**src/rtl/piso_shift_tx.sv**
```systemverilog
// rtl/piso_shift_tx.sv - parallel-in serial-out transmitter with load/ready handshake
//
// Ports:
//   clk       rising-edge clock
//   rst       synchronous active-high reset
//   in        parallel word, captured on load while ready
//   load      capture request, honoured only while ready=1
//   en        shift enable; 0 stalls the current bit on sout
//   ready     idle and able to accept a word
//   sout      serial data bit, 0 when valid_out=0
//   valid_out sout carries a word bit
//   done      one-cycle pulse in the first idle cycle after a word

module piso_shift_tx #(
    parameter int WIDTH     = 4,
    parameter bit MSB_FIRST = 1'b1
) (
    input  logic             clk,
    input  logic             rst,
    input  logic [WIDTH-1:0] in,
    input  logic             load,
    input  logic             en,
    output logic             ready,
    output logic             sout,
    output logic             valid_out,
    output logic             done
);

    localparam int CW = $clog2(WIDTH + 1);

    typedef enum logic {
        IDLE  = 1'b0,
        SHIFT = 1'b1
    } state_t;

    state_t           state_q, state_d;
    logic [WIDTH-1:0] shreg_q, shreg_d;
    logic [CW-1:0]    cnt_q,   cnt_d;
    logic             done_q,  done_d;

    always_ff @(posedge clk) begin
        if (rst) begin
            state_q <= IDLE;
            shreg_q <= '0;
            cnt_q   <= '0;
            done_q  <= 1'b0;
        end else begin
            state_q <= state_d;
            shreg_q <= shreg_d;
            cnt_q   <= cnt_d;
            done_q  <= done_d;
        end
    end

    always_comb begin
        state_d = state_q;
        shreg_d = shreg_q;
        cnt_d   = cnt_q;
        done_d  = 1'b0;
        unique case (state_q)
            IDLE: begin
                if (load) begin
                    shreg_d = in;
                    cnt_d   = CW'(WIDTH);
                    state_d = SHIFT;
                end
            end
            SHIFT: begin
                if (en) begin
                    if (cnt_q == CW'(1)) begin
                        // Last bit leaves on this edge; clearing the register keeps
                        // sout at 0 in IDLE without extra gating.
                        state_d = IDLE;
                        shreg_d = '0;
                        cnt_d   = '0;
                        done_d  = 1'b1;
                    end else begin
                        if (MSB_FIRST) begin
                            shreg_d = {shreg_q[WIDTH-2:0], 1'b0};
                        end else begin
                            shreg_d = {1'b0, shreg_q[WIDTH-1:1]};
                        end
                        cnt_d = cnt_q - CW'(1);
                    end
                end
            end
            default: begin
                state_d = IDLE;
            end
        endcase
    end

    assign ready     = (state_q == IDLE);
    assign valid_out = (state_q == SHIFT);
    assign sout      = valid_out & (MSB_FIRST ? shreg_q[WIDTH-1] : shreg_q[0]);
    assign done      = done_q;

endmodule

```
**config.mk**
```make
export PLATFORM = sky130hd
export DESIGN_NAME = piso_shift_tx
export DESIGN_NICKNAME = d
export VERILOG_FILES = /design/src/rtl/piso_shift_tx.sv
export SDC_FILE = /design/constraint.sdc
export NUM_CORES = 1
export LEC_CHECK = 0
export CAP_MARGIN = 5
export CORE_AREA = 2 2 39 41
export DETAILED_ROUTE_END_ITERATION = 8
export DIE_AREA = 0 0 41 43
export PLACE_DENSITY_LB_ADDON = 0.15
export SLEW_MARGIN = 40
export SYNTH_ARGS = -nofsm -noshare
export SYNTH_HDL_FRONTEND = slang
export SYNTH_SLANG_ARGS = --single-unit
```
**constraint.sdc**
```tcl
create_clock -name clk -period 1.7 [get_ports clk]
set_clock_uncertainty 0.05 [all_clocks]
set_input_delay 0.34 -clock clk [delete_from_list [all_inputs] [get_ports clk]]
set_output_delay 0.34 -clock clk [all_outputs]
set_load 0.005 [all_outputs]
```
==> impl_metrics.py, run 1 <==
metrics = {
    "sta": {
        "fmax_ghz": 0.609,
        "hold_viol": 0,
        "setup_viol": 0,
        "finalCritPeriodShare_pct": 96.6,
        "tns_ps": 0,
        "slew_viol_final": 0,
        "setup_slack_ps": 57.6,
        "min_period_ps": 1640,
        "rsz0062_at_grt": "false",
        "maxSlewHeadroom_pct": 76.9,
        "tightest_slew_ps": 345,
    },
    "floorplanning": {
        "io_pins": 12,
        "dieArea_mm2": 0.00176,
        "die_w_um": 41,
        "core_mm2": 0.00138,
        "start_util_pct": 30.5,
        "placementRows": 14,
        "die_height_um": 43,
    },
    "power_and_ir_drop": {
        "finalPower_w": 0.000484,
        "peakVddDrop_mv": 0.579,
        "powerDensity_mw_per_mm2": 846,
        "p_leak_nw": 0.210,
    },
    "detailed_routing": {
        "drcViolationCount": 0,
        "detail-route-antenna-nets": 0,
        "via_per_inst": 5.04,
        "drt-total-wl_um": 912,
        "first_pass_iters": 4,
        "routedWlPerCell_um": 11.7,
        "vias": 393,
        "drt-initial-drc-count": 7,
    },
    "global_route": {
        "grt.met1_usage_pct": 16.9,
        "antenna_found_initial": 0,
        "grt_max_degree": 10,
        "grt_pass1_vias": 360,
        "grt_pass1_wl_um": 1470,
        "global_route.usage.met2_pct": 15.6,
        "grt.overflow.total": 0,
        "grt.busiest_layer": "met1",
        "grt_util_all_layers_pct": 12.8,
        "met3_usage_pct": 9.42,
    },
    "cts": {
        "clkSinkCount": 9,
        "clk_pin_slew_ps": 60,
        "clockBufferDepth": 2,
        "h-tree-depth": 1,
        "ctsResizeCount": 1,
        "hold_buffers": 0,
        "clock_latency_ps": 260,
        "tritoncts": "built",
        "cts_buffers": 3,
        "cts_root_buf": "clkbuf_4",
        "cts_setup_buffers": 0,
    },
    "placed_design": {
        "place.port_buffers": 11,
        "preCtsSetupSlack_ps": 106,
        "place_hpwl_um": 666,
        "gp_congestion": 0.698,
    },
    "final_layout": {
        "drive_gt1_share_pct": 12.9,
        "layout_common_cells": "11 x clkdlybuf4s50_1, 8 x dfxtp_1, 5 x nor2_1",
        "num_antenna_cells": 0,
        "final_nets": 73,
        "final_common_cell": "clkdlybuf4s50_1",
        "area_growth_pct": 35.6,
        "fillers": 147,
    },
    "worst_setup_path": {
        "path_class": "reg -> out",
        "cp.arrival_ps": 1250,
        "critPathLaunchType": "flop",
        "crit_fanout": 5,
        "setup.worst_path.start": "valid_out",
        "required_ps": 1310,
        "endpoint_kind": "primary output",
        "crit-reg2reg-launch": "valid_out",
    },
    "synth": {
        "synth.yosys.warnings": 0,
        "synth_top_cell_area_share_pct": 42.7,
        "yosys.area.top_type": "dfxtp_1",
        "seq_area_frac_synth_pct": 42.7,
        "synth_flop_cell": "dfxtp_1",
        "synthesis.area_um2": 422,
        "netlist_instances": 48,
        "yosys-top-cells-area": "dfxtp_1 43%, ha_1 5.9%, a211oi_1 5.3%, nor2_1 4.5%, nand3_1 3.6%",
        "synth.avg_cell_area_um2": 8.78,
        "synth_edf_count": 0,
        "ys_ff_latch": 9,
        "synth_async_sr_flop_share_pct": 0,
        "yosys.cell_types.count": 23,
        "syn_nets": 58,
    },
    "min_path": {
        "hold_start": "shreg_q[2]",
        "hold_path.class": "reg -> reg",
    },
    "status": {
        "status": "complete, no violations",
    },
    "run": {
        "drv_cap": 0,
    },
}
-- through the flow --
stage | instance area (um^2) | cells | hold WS [ps] | utilization (%)
after floorplan | 422 | 48 | 398 | -
after global placement | 544 | 74 | 417 | 39.3
after detailed placement | 544 | 74 | 419 | 39.3
after CTS | 572 | 78 | 427 | 41.3
after global routing | 572 | 78 | 445 | 41.3
final | 572 | 78 | 421 | 41.3
-- critical path: stages (launching register included) --
cell and delay, ps:
dfxtp_2 370, and2_2 140, clkdlybuf4s50_1 480
-- final cells by class --
| class | count | area (um^2) | area share, % |
|---|---|---|---|
| multi-input combinational | 34 | 215 | 37.6 |
| tap | 16 | 20.0 | 3.50 |
| sequential | 9 | 181 | 31.7 |
| timing repair buffer | 12 | 118 | 20.6 |
| inverter | 3 | 11.3 | 1.97 |
| clock buffer | 4 | 26.3 | 4.60 |
-- state kept, by name, summed over array words and instances (netlist names) --
signal / flops
shreg_q: 4
cnt_q: 3
done: 1
valid_out: 1
-- path summary, 6_finish.rpt --
path	end	slack (ps)	depth (start not counted)
max reg2reg	cnt_q[1]	390	4
min	shreg_q[3]	420	2
max	sout	60	2
min reg2reg	shreg_q[3]	420	2
-- report_power, final --
part	total [W]	switching, W	internal, W
combinational	0.0000865	0.0000399	0.0000467
sequential	0.000235	0.00000899	0.000226
clock	0.000162	0.0000715	0.0000903
total	0.000484	0.000120	0.000363
-- kinds of logic (layout without fill, tap and decap cells) --
logic type,count (synthesis),after routing,share of synthesized area (%)
buffers and inverters,5,19,6.23
multiplexers,2,2,5.04
adder cells (fa/ha/maj),2,2,5.93
AO/OA/AOI/OAI,11,11,16.6
flip-flops,9,9,42.7
AND/OR/NAND/NOR,19,19,23.4
-- per-layer routing --
| layer | routed length [um] | share of wire, % |
|---|---|---|
| met1 | 456 | 50 |
| met2 | 400 | 44 |
| met3 | 55 | 6.0 |
| met4 | 0 | 0 |
| met5 | 0 | 0 |
-- cell usage after synthesis (2+ instances only) --
| master | count |
|---|---|
| inv_1 | 3 |
| nand2_1 | 3 |
| nand2b_1 | 2 |
| nand3_1 | 3 |
| dfxtp_1 | 9 |
| nor2_1 | 5 |
| o22ai_1 | 2 |
| ha_1 | 2 |
| a211oi_1 | 3 |
| o21ai_0 | 3 |
Power figures use the tool's default switching activity.
==> run 2, diff against run 1 <==
--- a/config.mk
+++ b/config.mk
@@ -9,7 +9,6 @@
 export CORE_AREA = 2 2 39 41
 export DETAILED_ROUTE_END_ITERATION = 8
 export DIE_AREA = 0 0 41 43
-export PLACE_DENSITY_LB_ADDON = 0.15
 export SLEW_MARGIN = 40
 export SYNTH_ARGS = -nofsm -noshare
 export SYNTH_HDL_FRONTEND = slang
==> run 2 against run 1 <==
Clock power about the same. Sequential share of layout area is 0.12 points lower. Final cell count is 1.3% higher. Critical path type unchanged. Highest routed layer unchanged.
==> impl_metrics.py, run 2 (same netlist as run 1, synthesis figures left out) <==
metrics = {
    "status": {
        "status": "complete, no violations",
    },
    "power_and_ir_drop": {
        "peakVddDrop_mv": 0.358,
        "p_leak_nw": 0.215,
        "switching_share_pct": 25.2,
        "seqPwrFrac_pct": 48.2,
        "clkPwrFrac_pct": 33.6,
        "power_switching_w": 0.000123,
        "comb_power_share_pct": 18.2,
        "internal_power_w": 0.000365,
        "powerDensity_mw_per_mm2": 838,
    },
    "final_layout": {
        "num_antenna_cells": 0,
        "seqCellArea_um2": 184,
        "layout_common_cells": "11 x clkdlybuf4s50_1, 8 x dfxtp_1, 5 x nor2_1",
        "area_growth_pct": 38.0,
        "final_nets": 74,
        "drive_gt1_share_pct": 14.3,
        "final_common_cell": "clkdlybuf4s50_1",
        "fillers": 140,
        "multi_input_area_um2": 215,
        "largest_reg_flops": 4,
        "top_register": "shreg_q",
        "top_regs": "shreg_q x4, cnt_q x3",
        "finalInstanceArea_um2": 582,
    },
    "cts": {
        "cts_buffers": 3,
        "h-tree-depth": 1,
        "clk_pin_slew_ps": 60,
        "tritoncts": "built",
        "clock_latency_ps": 260,
        "cts_root_buf": "clkbuf_4",
        "clockBufferDepth": 2,
        "clkSinkCount": 9,
    },
    "worst_setup_path": {
        "cp.arrival_ps": 1240,
        "critPathLaunchType": "flop",
        "r2r_slack_ps": 320,
        "required_ps": 1310,
        "path_class": "reg -> out",
        "endpoint_kind": "primary output",
        "slowest_delay_ps": 490,
        "critPathBufInv": 1,
        "critical_path.slowest_cell": "clkdlybuf4s50_1",
        "critPathTopFamily": "buffers and inverters",
        "crit_fanout": 5,
        "cp_cell_sequence": "and2_2 -> clkdlybuf4s50_1",
    },
    "sta": {
        "tightest_slew_ps": 345,
        "rsz0062_at_grt": "false",
        "maxSlewHeadroom_pct": 76.9,
        "setup_viol": 0,
        "finalCritPeriodShare_pct": 95.8,
        "tns_ps": 0,
        "hold_viol": 0,
        "min_period_ps": 1630,
        "fmax_ghz": 0.614,
        "slew_viol_final": 0,
    },
    "placed_design": {
        "place_hpwl_um": 643,
        "gp_congestion": 0.665,
        "place.port_buffers": 11,
        "place_area_um2": 544,
    },
    "floorplanning": {
        "placementRows": 14,
        "die_height_um": 43,
        "io_pins": 12,
        "dieArea_mm2": 0.00176,
        "die_w_um": 41,
        "start_util_pct": 30.5,
        "core_mm2": 0.00138,
    },
    "detailed_routing": {
        "drcViolationCount": 0,
        "met2_length_um": 393,
        "top_layer_used": "met3",
        "detail-route-antenna-nets": 0,
        "wl_met1_um": 457,
        "drt-initial-drc-count": 10,
        "routedWlPerCell_um": 11.6,
        "drt-total-wl_um": 914,
        "vias": 390,
        "via_per_inst": 4.94,
        "met3_length_um": 63,
        "first_pass_iters": 3,
    },
    "global_route": {
        "grt_util_all_layers_pct": 12.5,
        "antenna_found_initial": 0,
        "grt_pass1_wl_um": 1460,
        "grt_pass1_vias": 337,
        "grt_max_degree": 10,
        "grt.overflow.total": 0,
    },
    "min_path": {
        "hold_path.class": "reg -> reg",
    },
    "run": {
        "drv_cap": 0,
    },
}
run 2: cell types whose count changed in the layout (fill, tap and decap cells not counted), sizes merged:
cell	before	now
buf	1	2
run 2: final timing paths:
path	from	end	depth (start not counted)
worst max-delay path	valid_out	sout	2
worst min-delay path	shreg_q[1]	shreg_q[2]	2
worst max register to register	valid_out	cnt_q[1]	5
worst min register to register	shreg_q[1]	shreg_q[2]	2
run 2: metrics by stage:
stage	total power (W)	hold WS [ps]	cells	setup slack (ps)	util (%)
detailed placement	0.000325	422	74	123	39.3
floorplan	0.000288	398	48	557	-
global placement	0.000325	411	74	143	39.3
global route	0.000518	456	79	21.0	42.0
finish	0.000488	420	79	72.1	42.0
CTS	0.000492	427	78	24.7	41.3
run 2: final cells by class:
class / count / area share [%]
Multi-Input combinational cell: 34 / 37.0
Sequential cell: 9 / 31.6
Timing Repair Buffer: 13 / 21.5
Clock buffer: 4 / 4.52
Tap cell: 16 / 3.44
Inverter: 3 / 1.94
run 2: timing repair:
| item | CTS | global route |
|---|---|---|
| gates resized for setup | 1 | 1 |
| setup endpoints to repair | 1 | 1 |
| hold buffers | 0 | 0 |
| setup buffers | 0 | 1 |
| pin swaps | 0 | 0 |
| cloned | 0 | 0 |
run 2: power by group through the flow:
stage	clock network (W)	registers, W	logic, W
floorplan	0	0.000237	0.0000504
global placement	0	0.000240	0.0000846
detailed placement	0	0.000241	0.0000847
CTS	0.000171	0.000236	0.0000854
global route	0.000183	0.000237	0.0000981
finish	0.000164	0.000235	0.0000887
run 2: tightest hold or removal path: stages (launching register included):
cell and delay (ps):
dfxtp_1 310, nand3_1 60, a211oi_1 60
run 2: metal layers:
| layer | vias to the layer above | global-route usage, % |
|---|---|---|
| li1 | 200 | - |
| met1 | 177 | 16.9 |
| met2 | 13 | 15.0 |
| met3 | 0 | 9.42 |
| met4 | 0 | 4.00 |
| met5 | - | 0 |
==> run 3, diff against run 2 <==
--- a/config.mk
+++ b/config.mk
@@ -7,6 +7,7 @@
 export LEC_CHECK = 0
 export CAP_MARGIN = 5
 export CORE_AREA = 2 2 39 41
+export CTS_CLUSTER_DIAMETER = 120
 export DETAILED_ROUTE_END_ITERATION = 8
 export DIE_AREA = 0 0 41 43
 export SLEW_MARGIN = 40
==> results of run 3 <==
Same layout as run 2: the final DEF is identical, and so are final timing and power.
